[src/rtl/pixel_frame_writer.sv]
// Streams one raster frame from an upstream filter into a frame buffer, one write per accepted pixel.
// Optional per-frame statistics (frame_max, frame_sum) are enabled by defining PIXEL_FRAME_WRITER_STATS_EN.
module pixel_frame_writer #(
   parameter int BITS   = 8,
   parameter int WIDTH  = 320,
   parameter int HEIGHT = 240,
   parameter int ADDR_W = 17
) (
   input  logic              clk,
   input  logic              reset,
   input  logic              start,
   input  logic [BITS-1:0]   pix_in,
   input  logic              valid_in,
   output logic              ready_out,
   output logic [ADDR_W-1:0] mem_addr,
   output logic [BITS-1:0]   mem_data,
   output logic              mem_we,
   input  logic              mem_ready,
   output logic              busy,
   output logic              frame_done,
   output logic [15:0]       x_pos,
   output logic [15:0]       y_pos
`ifdef PIXEL_FRAME_WRITER_STATS_EN
   ,
   output logic [BITS-1:0]        frame_max,
   output logic [BITS+ADDR_W-1:0] frame_sum
`endif
);

   localparam int NPIX = WIDTH * HEIGHT;

   typedef enum logic [1:0] {IDLE, CAPTURE, DRAIN} state_t;

   state_t            state_q, state_d;
   logic [ADDR_W-1:0] addr_cnt;
   logic              transfer;
   logic              accept;
   logic              last_pix;
   logic              arm;

   assign ready_out = (state_q == CAPTURE) && (!mem_we || mem_ready);
   assign transfer  = valid_in && ready_out;
   assign accept    = mem_we && mem_ready;
   assign last_pix  = (addr_cnt == ADDR_W'(NPIX - 1));
   assign arm       = (state_q == IDLE) && start;
   assign busy      = (state_q != IDLE);

   // NOTE: every always_comb output gets a default first so no path can infer a latch.
   always_comb begin
      state_d    = state_q;
      frame_done = 1'b0;
      case (state_q)
         IDLE:    if (start) state_d = CAPTURE;
         CAPTURE: if (transfer && last_pix) state_d = DRAIN;
         DRAIN: begin
            if (accept) begin
               frame_done = 1'b1;
               state_d    = IDLE;
            end
         end
         default: state_d = IDLE;
      endcase
   end

   // NOTE: sequential state uses non-blocking assignments so all registers update from pre-edge values.
   always_ff @(posedge clk or negedge reset) begin
      if (!reset) state_q <= IDLE;
      else        state_q <= state_d;
   end

   always_ff @(posedge clk or negedge reset) begin
      if (!reset) begin
         mem_we   <= 1'b0;
         mem_addr <= '0;
         mem_data <= '0;
         addr_cnt <= '0;
         x_pos    <= '0;
         y_pos    <= '0;
      end else begin
         if (arm) begin
            addr_cnt <= '0;
            x_pos    <= '0;
            y_pos    <= '0;
         end
         // A new transfer re-arms the write in the same cycle the previous one is accepted.
         if (transfer) begin
            mem_we   <= 1'b1;
            mem_data <= pix_in;
            mem_addr <= addr_cnt;
            addr_cnt <= addr_cnt + 1'b1;
            if (x_pos == 16'(WIDTH - 1)) begin
               x_pos <= '0;
               y_pos <= y_pos + 16'd1;
            end else begin
               x_pos <= x_pos + 16'd1;
            end
         end else if (accept) begin
            mem_we <= 1'b0;
         end
      end
   end

`ifdef PIXEL_FRAME_WRITER_STATS_EN
   always_ff @(posedge clk or negedge reset) begin
      if (!reset) begin
         frame_max <= '0;
         frame_sum <= '0;
      end else if (arm) begin
         frame_max <= '0;
         frame_sum <= '0;
      end else if (transfer) begin
         if (pix_in > frame_max) frame_max <= pix_in;
         frame_sum <= frame_sum + (BITS + ADDR_W)'(pix_in);
      end
   end
`endif

endmodule

[config.mk]
export PLATFORM = sky130hd
export DESIGN_NAME = pixel_frame_writer
export DESIGN_NICKNAME = d
export VERILOG_FILES = /design/src/rtl/pixel_frame_writer.sv
export SDC_FILE = /design/constraint.sdc
export NUM_CORES = 1
export LEC_CHECK = 0
export BUFFER_PORTS_ARGS = -buffer_cell sky130_fd_sc_hd__buf_2
export CORE_ASPECT_RATIO = 0.75
export CORE_MARGIN = 4
export CORE_UTILIZATION = 55
export DETAILED_ROUTE_END_ITERATION = 6
export GPL_ROUTABILITY_DRIVEN = 1
export PLACE_DENSITY = 0.9
export SYNTH_ARGS = -nofsm -noshare
export SYNTH_HDL_FRONTEND = slang
export SYNTH_SLANG_ARGS = --single-unit
[constraint.sdc]
create_clock -name clk -period 3.7 [get_ports clk]
set_clock_uncertainty 0.15 [all_clocks]
set_input_delay 0.37 -clock clk [delete_from_list [all_inputs] [get_ports clk]]
set_output_delay 0.37 -clock clk [all_outputs]
set_load 0.05 [all_outputs]
==> qor.csv, run 1 <==
metric,value,unit
finalHoldViolCount,1,
cts_root_buf,clkbuf_8,
layout.nets,497,
async_flop_share,100,%
cts_tree,yes,
initial_utilization,58.4,%
grt_pass1_wl,16100,µm
synth_area_leaders,"dfrtp_1 51%, nand2_1 12%, mux2i_1 5.0%",
endpoint_kind,flip-flop,
synth_nets,429,
drtPass1Iterations,5,
die_y,80.0,µm
syn_area,3800,µm²
vdd_ir_drop_max,0.390,mV
netlist_instances,413,
routed_wl,9350,µm
synth-warning-count,0,
cts_buffer_depth,2,
grt_antenna_before_repair,0,
core,6510,µm²
powerDensity,493,nW/µm²
cts.sinks,77,
period_minus_slack,2640,ps
fmax,378,MHz
cts_made_buffers,9,
rsz0062_at_grt,no,
grt_pass1_vias,3315,
tightest_slew,1030,ps
cts_max_level,3,
wl_per_cell,16.5,µm
path_class,flip-flop to flip-flop,
vias,3403,
drtIter0Drc,143,
hpwlAfterDp,6200,µm
clkTransAtPathRegs,80,ps
synth.avg_cell_area,9.20,µm²
drcViolationCount,0,
whs,-3.59,ps
drv_slew,0,
crit_required,3820,ps
fin_crit_sh,71.4,%
grt_max_degree,78,
hp-class,primary input to asynchronous set/reset pin,
leakagePower,2.28,nW
grt_usage,23.9,%
setup_violations,0,
yosys.area.top_type_share,50.7,%
area_delta_synth_final,17.9,%
postCtsHoldBufs,0,
die_x,104,µm
drv_cap,0,
failed_checks,negative hold slack,
gr-total-overflow,0,
portBuffers,73,
fp-row-count,25,
vias_per_cell,6.00,
worstSkewPairLatency,360,ps
ant_nets,0,
dieArea,8320,µm²
maxSlewHeadroom,30.7,%
io_pins,74,
fill_cells,563,
cts-resized-gates,0,
yosys.area.top_type,dfrtp_1,
critPathArrivalTime,2770,ps
final.setup.tns,0,ps
synth_edf_count,0,
ys_seq_elements,77,
postCtsSetupRepairBufs,0,
gp_congestion,0.853,
diodes,0,
ys.flop_type,dfrtp_1,
fin_util,68.9,%
outcome,"complete, but fails checks",
worst_setup_path_start_kind,flip-flop,
synth_cell_types,44,
drive_gt1_share,21.4,%
yosysSeqAreaShare,50.7,%
path_max_fanout,30,
==> cells in the mapped netlist (6+ instances only) <==
cell      count
nor2_1        9
nand3_1      17
dfrtp_1      77
inv_1         6
mux2i_1      19
a31oi_1      19
and3_1        7
nand4_1      11
nor4_1       14
or4_1         7
nand2_1     118
o21ai_0      11
clkbuf_1     20
==> stage by stage <==
| stage | hold WS [ps] | instances | total power [mW] | setup WS [ps] | cell area (µm²) |
|---|---|---|---|---|---|
| floorplan | -75.6 | 413 | 1.28 | 1100 | 3800 |
| global placement | 303 | 551 | 1.39 | 1170 | 4220 |
| detailed placement | 306 | 551 | 1.41 | 1110 | 4220 |
| CTS | 39.4 | 567 | 2.22 | 1070 | 4480 |
| global route | 36.6 | 567 | 2.31 | 962 | 4480 |
| finish | -3.59 | 567 | 2.21 | 1060 | 4480 |
==> final timing paths <==
path	start	endpoint	slack [ps]	cells past startpoint
worst min register to register	mem_data[2]	mem_data[2]	320	2
worst max register to register	x_pos[11]	y_pos[11]	1060	4
worst min-delay path	reset	y_pos[9]	-4	1
worst max-delay path	x_pos[11]	y_pos[11]	1060	4
max in group asynchronous	reset	addr_cnt[9]	2780	1
min in group clk	pix_in[3]	mem_data[3]	50	3
==> power breakdown <==
group / switching (mW) / internal, mW / leakage [nW]
Clock: 0.315 / 0.504 / 0.130
Combinational: 0.310 / 0.102 / 1.11
Sequential: 0.0731 / 0.907 / 1.04
Total: 0.697 / 1.51 / 2.28
==> placed cells by master (no fill, tap or decap), drive strengths merged, types with 2 or more instances in the layout <==
master  instances
a41oi           3
and3            7
o211ai          2
clkbuf         13
inv             6
o21ai          11
or3             4
nor2b           4
a31oi          19
dfrtp          77
nand2b          4
nand2         118
buf            79
nor3b           4
a211o           3
a21oi           5
or4             8
o311ai          2
a21o            5
o31ai           4
nor3            5
ha              3
and2            5
or2             4
a22o            2
a31o            2
nand4          11
bufinv          3
and4            4
nand3          17
mux2i          19
nor4           14
nor2            9
==> kinds of logic (layout without fill, tap and decap cells) <==
family | count (synthesis) | count (layout) | synth area share, %
buffers and inverters | 28 | 101 | 3.26
and+or+nand+nor | 221 | 221 | 28.3
DFF | 77 | 77 | 50.7
AOI/OAI and AO/OA | 65 | 65 | 11.7
adders and majority gates | 3 | 3 | 0.988
muxes | 19 | 19 | 5.00
==> registers in the layout, summed over array words and instances (netlist names) <==
name / flops
addr_cnt: 17
mem_we: 1
y_pos: 16
mem_data: 8
state_q: 2
mem_addr: 17
x_pos: 16
==> per-layer routing <==
metal / up-vias / share of wire, % / global-route usage, %
li1: 1619 / - / -
met1: 1640 / 44 / 30.8
met4: 0 / 1.4 / 8.90
met3: 16 / 7.3 / 6.95
met5: - / 0 / 0
met2: 128 / 47 / 38.7
==> worst max-delay path: stages (launching register included) <==
cell	delay (ps)
dfrtp_1	450
or4_1	560
or4_4	680
nor4_1	450
mux2i_1	260
==> area by class of cell <==
class	count	area [µm²]	share of cell area [%]
Clock inverter	3	90.1	2.01
Tap cell	81	101	2.26
Timing Repair Buffer	79	413	9.21
Multi-Input combinational cell	308	1760	39.3
Sequential cell	77	1930	43.0
Inverter	6	22.5	0.502
Clock buffer	13	169	3.77
No activity file was read; power rests on OpenSTA's default activity.
==> inputs of run 2 (changes only) <==
--- a/config.mk
+++ b/config.mk
@@ -8,10 +8,10 @@
 export BUFFER_PORTS_ARGS = -buffer_cell sky130_fd_sc_hd__buf_2
 export CORE_ASPECT_RATIO = 0.75
 export CORE_MARGIN = 4
-export CORE_UTILIZATION = 55
+export CORE_UTILIZATION = 50
 export DETAILED_ROUTE_END_ITERATION = 6
 export GPL_ROUTABILITY_DRIVEN = 1
-export PLACE_DENSITY = 0.9
+export PLACE_DENSITY = 0.86
 export SYNTH_ARGS = -nofsm -noshare
 export SYNTH_HDL_FRONTEND = slang
 export SYNTH_SLANG_ARGS = --single-unit
==> constraint.sdc (replaced) <==
create_clock -name clk -period 2.1 [get_ports clk]
set_clock_uncertainty 0.15 [all_clocks]
set_input_delay 0.21 -clock clk [delete_from_list [all_inputs] [get_ports clk]]
set_output_delay 0.21 -clock clk [all_outputs]
set_load 0.05 [all_outputs]
==> run 2 against run 1 <==
Net effect:
- the flow finishes with violations (negative setup slack)
- design area increased by 18%
- critical path depth unchanged
- fmax increased by 8.1%
- critical path type unchanged
- critical endpoint is now y_pos[3]
- largest cell class is now multi-input gates
==> qor.csv, run 2 (synthesis results as in run 1) <==
metric,value,unit,change
timing.rr.start,x_pos[7],,was x_pos[11]
gr-total-overflow,0,,unchanged
rr_worst_depth,4,,unchanged
drv_slew,0,,unchanged
leakagePower,2.65,nW,was 2.28 nW
fin_util,71.6,%,was 68.9%
grt_max_degree,49,,was 78
worst_setup_path_start_kind,flip-flop,,unchanged
r2r-end,y_pos[3],,was y_pos[11]
hp-class,primary input to flip-flop,,was primary input to asynchronous set/reset pin
hpwlAfterDp,6960,µm,was 6200 µm
drv_cap,0,,unchanged
area_delta_synth_final,38.7,%,was 17.9%
fin_crit_sh,116,%,was 71.4%
die_y,83.5,µm,was 80.0 µm
diodes,0,,unchanged
grt_antenna_before_repair,0,,unchanged
crit_start,x_pos[7],,was x_pos[11]
finalHoldViolCount,0,,was 1
rrSetupSlack,-350,ps,was 1060 ps
hold_depth,3,,
cts_buffer_depth,2,,unchanged
vdd_ir_drop_max,1.03,mV,was 0.390 mV
path_max_fanout,7,,was 30
fmax,409,MHz,was 378 MHz
failed_checks,negative setup slack,,was negative hold slack
vias_per_cell,5.80,,was 6.00
ant_nets,0,,unchanged
drtPass1Iterations,5,,unchanged
critPathArrivalTime,2580,ps,was 2770 ps
drive_gt1_share,35.3,%,was 21.4%
period_minus_slack,2450,ps,was 2640 ps
cts_root_buf,clkbuf_8,,unchanged
min_from,mem_ready,,
die_x,109,µm,was 104 µm
powerDensity,692,nW/µm²,was 493 nW/µm²
grt_usage,23.3,%,was 23.9%
cts.sinks,77,,unchanged
grt_pass1_wl,17200,µm,was 16100 µm
clkTransAtPathRegs,90,ps,was 80 ps
routed_wl,10600,µm,was 9350 µm
cts_tree,yes,,unchanged
wl_per_cell,16.5,µm,about the same
gp_congestion,0.844,,was 0.853
path_class,flip-flop to flip-flop,,unchanged
outcome,"complete, but fails checks",,unchanged
layout_common_cells,"117 x nand2_1, 72 x buf_2, 65 x dfrtp_1",,"was 118 x nand2_1, 77 x dfrtp_1, 72 x buf_2"
fill_cells,563,,unchanged
maxSlewHeadroom,65.6,%,was 30.7%
cts_made_buffers,9,,unchanged
final_common_cell,nand2_1,,unchanged
drtIter0Drc,199,,was 143
dieArea,9080,µm²,was 8320 µm²
grt_pass1_vias,3505,,was 3315
rsz0062_at_grt,yes,,was no
cts_max_level,3,,unchanged
drcViolationCount,0,,unchanged
final.setup.tns,-6630,ps,was 0 ps
place_worst_setup_slack,-322,ps,was 1110 ps
p_total,3.65,mW,was 2.21 mW
hold_path_end,mem_we,,
tightest_slew,516,ps,was 1030 ps
endpoint_kind,flip-flop,,unchanged
worst_slack,-345,ps,was 1060 ps
fp-row-count,27,,was 25
core,7360,µm²,was 6510 µm²
worstSkewPairLatency,360,ps,about the same
setup_violations,28,,was 0
io_pins,74,,unchanged
portBuffers,73,,unchanged
vias,3708,,was 3403
initial_utilization,51.6,%,was 58.4%
top_regs,"addr_cnt (17), mem_addr (17)",,unchanged
layout.nets,549,,was 497
crit_required,2230,ps,was 3820 ps
-- run 2: what timing repair did --
item | 4_1_cts | 5_1_grt
setup endpoints to repair | 28 | 31
cloned | 1 | 1
hold buffers | 10 | 0
resized for setup | 12 | 26
pin swaps | 9 | 9
endpoints found under the hold margin | 46 | 0
buffers inserted | 2 | 0
-- run 2: area by class of cell --
| cell class | count | area [µm²] | area share, % |
|---|---|---|---|
| clock buffer | 9 | 124 | 2.35 |
| clock inverter | 7 | 60.1 | 1.14 |
| inverter | 6 | 22.5 | 0.427 |
| multi-input combinational | 308 | 2080 | 39.4 |
| sequential | 77 | 1940 | 36.8 |
| tap | 101 | 126 | 2.40 |
| timing repair buffer | 131 | 923 | 17.5 |
-- run 2: worst max path at each step --
stage	end	slack (ps)	depth (start not counted)
2_1_floorplan	y_pos[7]	-360	5
4_1_cts	y_pos[3]	-300	4
6_report	y_pos[3]	-350	4
3_3_place_gp	y_pos[8]	-260	5
5_1_grt	y_pos[0]	-370	6
3_5_place_dp	y_pos[9]	-320	5
-- run 2: routing by layer --
metal	global-route usage (%)	vias to the layer above	wire [µm]
met1	33.7	1807	4860
met4	4.36	0	152
met2	36.0	147	4830
li1	-	1732	-
met5	0	-	0
met3	5.41	22	727
-- run 2: critical path: stages (launching register included) --
cell and delay [ps]:
dfrtp_2 410, or4b_4 540, or4_4 600, or4_4 550, a21oi_2 130
-- run 2: stage by stage --
step / std cells / hold slack [ps] / cell area, µm²
floorplan: 413 / -236 / 3920
global placement: 609 / 59.6 / 4680
detailed placement: 609 / 64.4 / 4680
CTS: 638 / 68.7 / 5090
global route: 639 / 104 / 5270
finish: 639 / 82.0 / 5270
-- run 2: report_power, final --
| part | leakage (nW) | internal, mW | switching, mW | total [mW] |
|---|---|---|---|---|
| clock | 0.0840 | 0.445 | 0.614 | 1.06 |
| sequential | 1.02 | 1.60 | 0.103 | 1.70 |
| combinational | 1.54 | 0.260 | 0.626 | 0.886 |
